`config.mk`:
```
export PLATFORM = sky130hd
export DESIGN_NAME = i2s_adc_receiver
export DESIGN_NICKNAME = d
export VERILOG_FILES = /design/src/rtl/audio_rx_pkg.sv /design/src/rtl/sync_edge_detect.sv /design/src/rtl/i2s_adc_receiver.sv
export SDC_FILE = /design/constraint.sdc
export NUM_CORES = 1
export LEC_CHECK = 0
export ABC_AREA = 1
export BUFFER_PORTS_ARGS = -buffer_cell sky130_fd_sc_hd__buf_4
export CORE_MARGIN = 2
export CORE_UTILIZATION = 30
export DETAILED_ROUTE_END_ITERATION = 7
export PLACE_DENSITY = 0.45
export SYNTH_ARGS = -nofsm -noshare
export SYNTH_HDL_FRONTEND = slang
export SYNTH_HIERARCHICAL = 1
export SYNTH_SLANG_ARGS = --single-unit
```
`constraint.sdc`:
```
create_clock -name Clk -period 1.9 [get_ports Clk]
set_clock_uncertainty 0.2 [all_clocks]
set_input_delay 0.38 -clock Clk [delete_from_list [all_inputs] [get_ports Clk]]
set_output_delay 0.38 -clock Clk [all_outputs]
set_load 0.03 [all_outputs]
```
`src/rtl/audio_rx_pkg.sv`:
```
// Shared types for the I2S ADC capture path: receiver state encoding and default word width.
package audio_rx_pkg;

  localparam int DATA_WIDTH_DEFAULT = 16;

  typedef enum logic [2:0] {
    WAIT_FRAME,
    SKIP_L,
    SHIFT_L,
    HOLD_L,
    SKIP_R,
    SHIFT_R,
    HOLD_R,
    COMMIT
  } rx_state_t;

  // States in which a word-select edge means the codec cut a word short.
  function automatic logic is_capture_state(input rx_state_t s);
    return (s == SKIP_L) || (s == SHIFT_L) || (s == SKIP_R) || (s == SHIFT_R);
  endfunction

endpackage

```
`src/rtl/sync_edge_detect.sv`:
```
// One-bit synchronizer followed by an edge-detect register; strobes are one Clk wide
// and o_level is the synchronized input at the same pipeline depth as the strobes.
module sync_edge_detect #(
  parameter int SYNC_STAGES = 2
) (
  input  logic Clk,
  input  logic Reset_n,
  input  logic i_d,
  output logic o_level,
  output logic o_rise,
  output logic o_fall
);

  logic [SYNC_STAGES-1:0] r_sync;
  logic                   r_prev;
  logic                   r_rise;
  logic                   r_fall;

  always_ff @(posedge Clk or negedge Reset_n) begin
    if (!Reset_n) begin
      r_sync <= '0;
      r_prev <= 1'b0;
      r_rise <= 1'b0;
      r_fall <= 1'b0;
    end else begin
      r_sync <= {r_sync[SYNC_STAGES-2:0], i_d};
      r_prev <= r_sync[SYNC_STAGES-1];
      r_rise <= r_sync[SYNC_STAGES-1] & ~r_prev;
      r_fall <= ~r_sync[SYNC_STAGES-1] & r_prev;
    end
  end

  assign o_level = r_prev;
  assign o_rise  = r_rise;
  assign o_fall  = r_fall;

endmodule

```
`src/rtl/i2s_adc_receiver.sv`:
```
// WM8731 ADC-side I2S receiver: oversampled in the Clk domain, deserializes stereo frames
// and presents each completed frame through a one-deep valid/ready buffer.
module i2s_adc_receiver
  import audio_rx_pkg::*;
#(
  parameter int DATA_WIDTH  = DATA_WIDTH_DEFAULT,
  parameter int SYNC_STAGES = 2
) (
  input  logic                  Clk,
  input  logic                  Reset_n,
  input  logic                  AUD_BCLK,
  input  logic                  AUD_ADCLRCK,
  input  logic                  AUD_ADCDAT,
  input  logic                  enable,
  input  logic                  sample_ready,
  input  logic                  clear_overrun,
  output logic [DATA_WIDTH-1:0] sample_left,
  output logic [DATA_WIDTH-1:0] sample_right,
  output logic                  sample_valid,
  output logic                  overrun,
  output logic                  frame_err
);

  localparam int              CNT_W    = $clog2(DATA_WIDTH + 1);
  localparam logic [CNT_W-1:0] LAST_BIT = CNT_W'(DATA_WIDTH - 1);

  logic w_bclk_level, w_bclk_rise, w_bclk_fall;
  logic w_lrck_level, w_lrck_rise, w_lrck_fall;
  logic w_dat, w_dat_rise, w_dat_fall;
  logic w_unused;
  logic w_abort;

  rx_state_t             r_state;
  logic [CNT_W-1:0]      r_cnt;
  logic [DATA_WIDTH-1:0] r_shl;
  logic [DATA_WIDTH-1:0] r_shr;
  logic [DATA_WIDTH-1:0] r_left;
  logic [DATA_WIDTH-1:0] r_right;
  logic                  r_valid;
  logic                  r_ovr;
  logic                  r_ferr;

  sync_edge_detect #(.SYNC_STAGES(SYNC_STAGES)) u_sync_bclk (
    .Clk     (Clk),
    .Reset_n (Reset_n),
    .i_d     (AUD_BCLK),
    .o_level (w_bclk_level),
    .o_rise  (w_bclk_rise),
    .o_fall  (w_bclk_fall)
  );

  sync_edge_detect #(.SYNC_STAGES(SYNC_STAGES)) u_sync_lrck (
    .Clk     (Clk),
    .Reset_n (Reset_n),
    .i_d     (AUD_ADCLRCK),
    .o_level (w_lrck_level),
    .o_rise  (w_lrck_rise),
    .o_fall  (w_lrck_fall)
  );

  sync_edge_detect #(.SYNC_STAGES(SYNC_STAGES)) u_sync_dat (
    .Clk     (Clk),
    .Reset_n (Reset_n),
    .i_d     (AUD_ADCDAT),
    .o_level (w_dat),
    .o_rise  (w_dat_rise),
    .o_fall  (w_dat_fall)
  );

  assign w_unused = ^{w_bclk_level, w_bclk_fall, w_lrck_level, w_dat_rise, w_dat_fall};

  // A word-select edge before the word is complete discards the whole frame.
  assign w_abort = is_capture_state(r_state) && (w_lrck_fall || w_lrck_rise);

  always_ff @(posedge Clk or negedge Reset_n) begin
    if (!Reset_n) begin
      r_state <= WAIT_FRAME;
      r_cnt   <= '0;
      r_shl   <= '0;
      r_shr   <= '0;
      r_left  <= '0;
      r_right <= '0;
      r_valid <= 1'b0;
      r_ovr   <= 1'b0;
      r_ferr  <= 1'b0;
    end else begin
      r_ferr <= 1'b0;
      if (r_valid && sample_ready) r_valid <= 1'b0;
      if (clear_overrun)           r_ovr   <= 1'b0;

      if (w_abort) begin
        r_ferr  <= 1'b1;
        r_cnt   <= '0;
        r_state <= w_lrck_fall ? SKIP_L : WAIT_FRAME;
      end else begin
        case (r_state)
          WAIT_FRAME: begin
            if (w_lrck_fall && enable) begin
              r_cnt   <= '0;
              r_state <= SKIP_L;
            end
          end
          SKIP_L: begin
            if (w_bclk_rise) r_state <= SHIFT_L;
          end
          SHIFT_L: begin
            if (w_bclk_rise) begin
              r_shl <= {r_shl[DATA_WIDTH-2:0], w_dat};
              if (r_cnt == LAST_BIT) begin
                r_cnt   <= '0;
                r_state <= HOLD_L;
              end else begin
                r_cnt <= r_cnt + 1'b1;
              end
            end
          end
          HOLD_L: begin
            if (w_lrck_rise) r_state <= SKIP_R;
          end
          SKIP_R: begin
            if (w_bclk_rise) r_state <= SHIFT_R;
          end
          SHIFT_R: begin
            if (w_bclk_rise) begin
              r_shr <= {r_shr[DATA_WIDTH-2:0], w_dat};
              if (r_cnt == LAST_BIT) begin
                r_cnt   <= '0;
                r_state <= HOLD_R;
              end else begin
                r_cnt <= r_cnt + 1'b1;
              end
            end
          end
          HOLD_R: begin
            if (w_lrck_fall) r_state <= COMMIT;
          end
          COMMIT: begin
            // The lrck_fall that ended this frame also opened the next left word.
            if (!r_valid || sample_ready) begin
              r_left  <= r_shl;
              r_right <= r_shr;
              r_valid <= 1'b1;
            end else begin
              r_ovr <= 1'b1;
            end
            r_cnt   <= '0;
            r_state <= enable ? SKIP_L : WAIT_FRAME;
          end
          default: r_state <= WAIT_FRAME;
        endcase
      end
    end
  end

  assign sample_left  = r_left;
  assign sample_right = r_right;
  assign sample_valid = r_valid;
  assign overrun      = r_ovr;
  assign frame_err    = r_ferr;

endmodule

```
# After elaboration in Yosys (flattened, before gate mapping)
# Index checks and enable logic that the tools add are counted.
[op_classes]
add_sub_neg = 1
eq_ne = 18
muxes = 27
bitwise_logic = 7
reduce_logical = 17
[op_table]
columns = ["operator", "n"]
rows = [
  ["two-way mux 3 bit", 10],
  ["!= test 3 x 2 -> 1 bit (second input constant)", 8],
  ["one-hot mux 3 bit (8 select lines)", 1],
  ["two-way mux 5 bit", 4],
  ["one-hot mux 5 bit (3 select lines)", 1],
  ["== test 3 bit (second input constant)", 4],
  ["AND reduction 3 bit", 4],
  ["two-way mux 1 bit", 11],
  ["AND reduction 9 bit", 1],
  ["== test 3 x 2 -> 1 bit (second input constant)", 2],
  ["adder 5 x 1 -> 5 bit (second input constant)", 1],
  ["== test 5 x 4 -> 1 bit (second input constant)", 1],
  ["logical OR 1 bit", 5],
  ["NOT 1 bit", 4],
  ["nonzero test 4 bit", 1],
  ["AND 1 bit", 3],
  ["== test 3 x 1 -> 1 bit (second input constant)", 1],
  ["logical AND 1 bit", 3],
  ["zero test 3 bit", 1],
  ["!= test 3 x 1 -> 1 bit (second input constant)", 1],
  ["!= test 3 bit (second input constant)", 1],
  ["OR reduction 2 bit", 1],
  ["zero test 1 bit", 1],
]
[word_totals]
regBits = 87
in_bits = 8
output_inout_bits = 35
word_cells = 88

# Depth between registers and ports, before layout
# Gate-level depths: netlist of run 1.
[depth]
depth_word = 7
depth_mapped = 11
ltp_nobuf = 10

# Hierarchy
# The synthesis of run 1 kept the hierarchy.
[by_module_without_submodules]
columns = ["mod", "n_inst", "cells_per_inst", "area_per_inst_um2", "seq_area_each_um2"]
rows = [
  ["i2s_adc_receiver", 1, 337, 3203.1, 1876.8],
  ["sync_edge_detect", 3, 9, 140.1, 125.1],
]

# Worst setup path before layout of run 1
# OpenSTA, ideal clock, no wires.
[synth_timing]
path_kind = "register -> register"
start = "register r_state[0]"
end = "register r_shr[15]"
setup_ps = 117
arrival_ps = 1222
t_required_ps = 1583
setup_slack_ps = 360
stages_incl_launch_ff = 9
path_buffers = 2
period_less_slack_ps = 1540
cell_sequence = "dfrtp_1 > buf_6 > o21ai_4 > nand2_4 > o21ai_4 > nand3b_4 > buf_6 > nand2_1 > o21ai_2"
[synth_between]
elab_chain_cells = 7
word_cells_on_any_way = 10
classes_between = "eq/ne (4); bitwise (1); reduce/logical (5)"
[synth_rtl]
columns = ["element", "line", "text"]
rows = [
  ["from (decl)", "i2s_adc_receiver.sv:33", "rx_state_t r_state;"],
  ["from (signal assigned)", "i2s_adc_receiver.sv:94", "r_state <= w_lrck_fall ? SKIP_L : WAIT_FRAME;"],
  ["from (signal assigned)", "i2s_adc_receiver.sv:147", "r_state <= enable ? SKIP_L : WAIT_FRAME;"],
  ["== test 3 x 1 -> 1 bit / == test 3 x 2 -> 1 bit (equally long branches)", "audio_rx_pkg.sv:19", "return (s == SKIP_L) || (s == SHIFT_L) || (s == SKIP_R) || (s == SHIFT_R);"],
  ["logical OR 1 bit (3 in series)", "audio_rx_pkg.sv:19", ""],
  ["logical AND 1 bit", "i2s_adc_receiver.sv:73", "assign w_abort = is_capture_state(r_state) && (w_lrck_fall || w_lrck_rise);"],
  ["NOT 1 bit (no source line)", "-", ""],
  ["AND reduction 3 bit (no source line) (*)", "-", ""],
  ["to (signal assigned)", "i2s_adc_receiver.sv:125", "r_shr <= {r_shr[DATA_WIDTH-2:0], w_dat};"],
  ["to (decl)", "i2s_adc_receiver.sv:36", "logic [DATA_WIDTH-1:0] r_shr;"],
]
# Every way passes the cells marked *; elsewhere a longest branch is shown, timed or not.
# A chain may end at the register's enable or synchronous reset.

# Final worst setup path of run 1
[layout_timing]
start = "register r_state[0]"
end = "register r_shr[7]"
# The elaborated chain is that of the path after synthesis.

==> results of run 1 <==
==> worst reg2reg max path, delay by kind of cell (launching register included) <==
kind                   cells  cell delay [ns]
AO/OA/AOI/OAI              2             0.18
AND/OR/NAND/NOR            4             0.46
flip-flops                 1             0.52
buffers and inverters      2             0.31
==> metal layers <==
metal	vias to the layer above	part of all wire [%]
li1	1221	-
met2	51	44
met4	0	1.3
met5	-	0
met1	1130	50
met3	7	5.0
==> state kept, by name (all words and copies together), names as in the netlist, 2 cells and up <==
| name | count |
|---|---|
| r_shl | 16 |
| r_shr | 16 |
| sample_left | 16 |
| sample_right | 16 |
| r_cnt | 5 |
| r_state | 3 |
| u_sync_bclk/r_sync | 2 |
| u_sync_dat/r_sync | 2 |
| u_sync_lrck/r_sync | 2 |
==> through the flow <==
step / hold slack, ns / instances / instance area (um2) / utilization [%]
2_1_floorplan: -0.116 / 355 / 3530 / -
3_3_place_gp: 0.106 / 535 / 4050 / 35.3
3_5_place_dp: 0.111 / 535 / 4050 / 35.3
4_1_cts: 0.0163 / 553 / 4370 / 38.1
5_1_grt: 0.0231 / 553 / 4370 / 38.1
6_report: 0.0329 / 553 / 4370 / 38.1
==> area by class of cell <==
cell class,instances,share of cell area (%)
sequential,87,49.9
tap,143,4.10
inverter,47,4.15
clock inverter,1,0.688
timing repair buffer,56,11.0
clock buffer,13,5.73
multi-input combinational,206,24.4
==> how the worst min path moves through the flow <==
stage	start	end	slack, ns	cells past startpoint
6_report	clear_overrun	overrun	0.03	2
5_1_grt	clear_overrun	overrun	0.02	2
4_1_cts	clear_overrun	overrun	0.02	2
3_5_place_dp	Reset_n	r_shr[3]	0.11	1
3_3_place_gp	Reset_n	sample_right[2]	0.11	1
2_1_floorplan	Reset_n	frame_err	-0.12	0
==> power breakdown <==
group | internal (mW) | total (mW) | switching [mW]
combinational | 0.270 | 0.772 | 0.502
sequential | 1.95 | 2.06 | 0.106
clock | 1.04 | 1.69 | 0.645
total | 3.26 | 4.52 | 1.25
==> timing repair <==
action	in CTS	in global routing
buffers inserted	0	0
gates resized for setup	0	1
endpoints found under the setup margin	0	6
hold endpoints to repair	22	0
hold buffers	4	0
==> flow_summary.toml, run 1 <==
[sta]
fin_ws_ns = 0.121
min_period_ns = 1.78
hold_viol = 0
setup_tns_ns = 0
slew-limit-headroom_pct = 78.2
max_freq_mhz = 562
fin_crit_sh_pct = 93.6
tightest_slew_ns = 0.327
rsz0062_at_grt = "no"
setup_violations = 0
report.final.slew_viol_count = 0

[critical_path]
worstSetupEndpointType = "flop"
cp_cell_sequence = "inv_1, nand3_2, nand2_4, o21ai_4, nand3b_4, buf_12, nand2_1, o21ai_2"
worstPathMaxFanout = 20
r2r_slack_ns = 0.12
reg2reg_depth = 8
crit_type = "flop to flop"
cp_slowest_cell = "dfrtp_1"
endpoint = "r_shr[7]"
arrival_ns = 1.80
cp-start-kind = "flop"
crit_start = "r_state[0]"
crit_buf_inv = 2
cp.depth = 8
critical-path-max-stage-delay_ns = 0.52
rr_startpoint = "r_state[0]"
critPathTopFamily = "flip-flops"
required_ns = 1.92
r2r_end = "r_shr[7]"

[die]
die_w_um = 112
io_pins = 43
die_y_um = 112
dieArea_um2 = 12600
initial_core_util_pct = 30.7
core_um2 = 11500
std_cell_rows = 39

[outcome]
outcome = "finished clean"

[global_routing]
antenna_found_initial = 0
grt.total_usage_pct = 11.1
use_met2_pct = 16.1
met3_usage_pct = 3.62
gr-usage-met1_pct = 15.6
grt_max_degree = 33
grt.busiest_layer = "met2"
grt_pass1_vias = 2345
grt_overflow = 0
grt_pass1_wl_um = 11200

[power_and_ir_drop]
worst_ir_drop_vdd_v = 0.000541
pwr_density_cell_nw_per_um2 = 1030
fin_total_pwr_mw = 4.52
p_leak_nw = 2.06

[clock_network]
cts_root_buf = "clkbuf_16"
cts.sinks = 87
clk_latency_ns = 0.33
path_clk_slew_ns = 0.06
cts_tree = "done"
clockBufferDepth = 2
cts_buffers = 9
htreeDepth = 3

[route]
ant_nets = 0
wl_um = 6320
vias_per_cell = 4.36
first_iter_violations = 162
firstDrtPassIters = 4
drc = 0
routedWlPerCell_um = 11.4
via_count = 2409

[cells_and_area]
fill_cells = 1143
seqCellArea_um2 = 2180
multi_input_area_um2 = 1070
final_common_cell = "nand2_1"
final_cell_mix = "nand2_1, dfrtp_1, o21ai_0, buf_4, inv_1"
drive_gt1_share_pct = 22.9
nets = 416
diodes = 0
syn_to_final_growth_pct = 23.8

[logic_synthesis]
syn_avg_cell_area_um2 = 9.93
yosysWarnings = 6
synth_area_um2 = 3530
syn_inst = 355
synth_fp_nets = 364

[worst_hold_path]
hp-class = "input port to flop"

[place]
portBuffers = 42
gp_congestion = 0.806
place_ws_ns = 0.102
dpl.hpwl_um = 4400

[job]
maxCapViolCount = 0
(Power assumes the default switching activity.)
==> inputs of run 2 (changes only) <==
--- a/config.mk
+++ b/config.mk
@@ -7,6 +7,7 @@
 export LEC_CHECK = 0
 export ABC_AREA = 1
 export BUFFER_PORTS_ARGS = -buffer_cell sky130_fd_sc_hd__buf_4
+export CAP_MARGIN = 40
 export CORE_MARGIN = 2
 export CORE_UTILIZATION = 30
 export DETAILED_ROUTE_END_ITERATION = 7
==> constraint.sdc (replaced) <==
create_clock -name Clk -period 2.1 [get_ports Clk]
set_clock_uncertainty 0.2 [all_clocks]
set_input_delay 0.21 -clock Clk [delete_from_list [all_inputs] [get_ports Clk]]
set_output_delay 0.21 -clock Clk [all_outputs]
set_load 0.03 [all_outputs]
==> run 2 against run 1 <==
Non-clock buffer count unchanged. Clock power shrank 4%. Count of clock-buffer cells in the layout down 4. Sequential share of layout area shrank 0.40 points. Via count is 1.1% lower. Utilization grew 0.28 points. Critical path type unchanged. Critical endpoint is now sample_left[0]. Largest cell class unchanged. Largest power group unchanged.
==> flow_summary.toml, run 2 (synthesis results as in run 1) <==
[worst_hold_path]
hp-class = "input port to flop"

[outcome]
outcome = "finished clean"

[place]
portBuffers = 42
gp_congestion = 0.746
dpl_cell_area_um2 = 4030
dpl.hpwl_um = 4350

[critical_path]
crit_type = "flop to flop"
r2r_slack_ns = 0.21
cp-start-kind = "flop"
worstSetupEndpointType = "flop"
worstPathMaxFanout = 17
arrival_ns = 1.89
required_ns = 2.10

[power_and_ir_drop]
worst_ir_drop_vdd_v = 0.000407
fin_total_pwr_mw = 4.20
pwr-share-seq_pct = 44.4
p_leak_nw = 2.08
clock_power_share_pct = 38.6
pwr_density_cell_nw_per_um2 = 954
switchingPower_mw = 1.25
switching_share_pct = 29.8
p_comb_share_pct = 17.0
internal-power_mw = 2.94

[cells_and_area]
final_cell_mix = "nand2_1, dfrtp_1, o21ai_0, buf_4, inv_1"
final_core_util_pct = 38.4
drive_gt1_share_pct = 23.7
nets = 417
stdcell_area_um2 = 4400
fill_cells = 1152
syn_to_final_growth_pct = 24.8
final_common_cell = "nand2_1"
diodes = 0

[route]
via_count = 2383
firstDrtPassIters = 6
ant_nets = 0
routedWlPerCell_um = 11.9
drc = 0
wl_um = 6630
vias_per_cell = 4.29
first_iter_violations = 177

[sta]
min_period_ns = 1.89
slew-limit-headroom_pct = 68.5
tightest_slew_ns = 0.472
max_freq_mhz = 530
fin_crit_sh_pct = 89.8
setup_tns_ns = 0
rsz0062_at_grt = "no"
holdWs_ns = 0.00899
report.final.slew_viol_count = 0
setup_violations = 0
hold_viol = 0

[die]
die_y_um = 112
die_w_um = 112
core_um2 = 11500
initial_core_util_pct = 30.7
io_pins = 43
std_cell_rows = 39
dieArea_um2 = 12600

[global_routing]
antenna_found_initial = 0
grt_max_degree = 36
grt_overflow = 0
grt_pass1_wl_um = 11100
grt.total_usage_pct = 10.9
grt_pass1_vias = 2230

[clock_network]
cts_buffers = 9
htreeDepth = 3
clk_latency_ns = 0.33
cts_tree = "done"
clockBufferDepth = 2
path_clk_slew_ns = 0.07
cts.sinks = 87
cts_root_buf = "clkbuf_16"

[job]
maxCapViolCount = 0
## run 2: worst max-delay path: stages, from the launching register on
cell	delay [ns]
dfrtp_1	0.53
nand2_1	0.12
inv_1	0.12
nand3_2	0.34
buf_12	0.30
nand2_1	0.06
o21ai_0	0.07
## run 2: worst paths after layout
kind                                      start                 end  cells after the start
setup / recovery                     r_state[0]      sample_left[0]                      6
hold / removal                     sample_ready        sample_valid                      4
setup reg to reg                     r_state[0]      sample_left[0]                      6
hold reg to reg            u_sync_dat/r_sync[1]  u_sync_dat/o_level                      0
max in group asynchronous               Reset_n    sample_right[14]                      3
min in group asynchronous               Reset_n            r_cnt[2]                      2
## run 2: area by class of cell
| class | count | area [um2] | share of cell area, % |
|---|---|---|---|
| multi-input cells | 207 | 1090 | 24.7 |
| flip-flops and latches | 87 | 2180 | 49.5 |
| repair buffers | 56 | 470 | 10.7 |
| well taps | 143 | 179 | 4.07 |
| clock inverters | 7 | 78.8 | 1.79 |
| clock buffers | 9 | 225 | 5.12 |
| inverters | 47 | 181 | 4.12 |
## run 2: repair_timing
action                                 in CTS  in global routing
endpoints found under the hold margin      36                  0
hold buffers                                5                  0
setup endpoints to repair                   0                 11
setup buffers                               0                  0
gates resized for setup                     0                  1
## run 2: power by group through the flow
stage	clock network (mW)	registers [mW]	logic [mW]
finish	1.62	1.86	0.713
global route	1.75	1.88	0.803
CTS	1.68	1.86	0.712
detailed placement	0	1.89	0.702
global placement	0	1.89	0.702
floorplan	0	1.88	0.541
## run 2: through the flow
stage          instances  worst slack [ns]
2_1_floorplan        355             0.560
3_3_place_gp         534             0.189
3_5_place_dp         534             0.145
4_1_cts              555            0.0871
5_1_grt              556            0.0290
6_report             556             0.214
## run 2: metal layers
metal	up-vias	GRT usage [%]	part of all wire, %
met1	1108	16.5	51
met5	-	0	0
li1	1233	-	-
met3	2	2.81	2.8
met2	40	15.0	46
met4	0	4.23	0.44
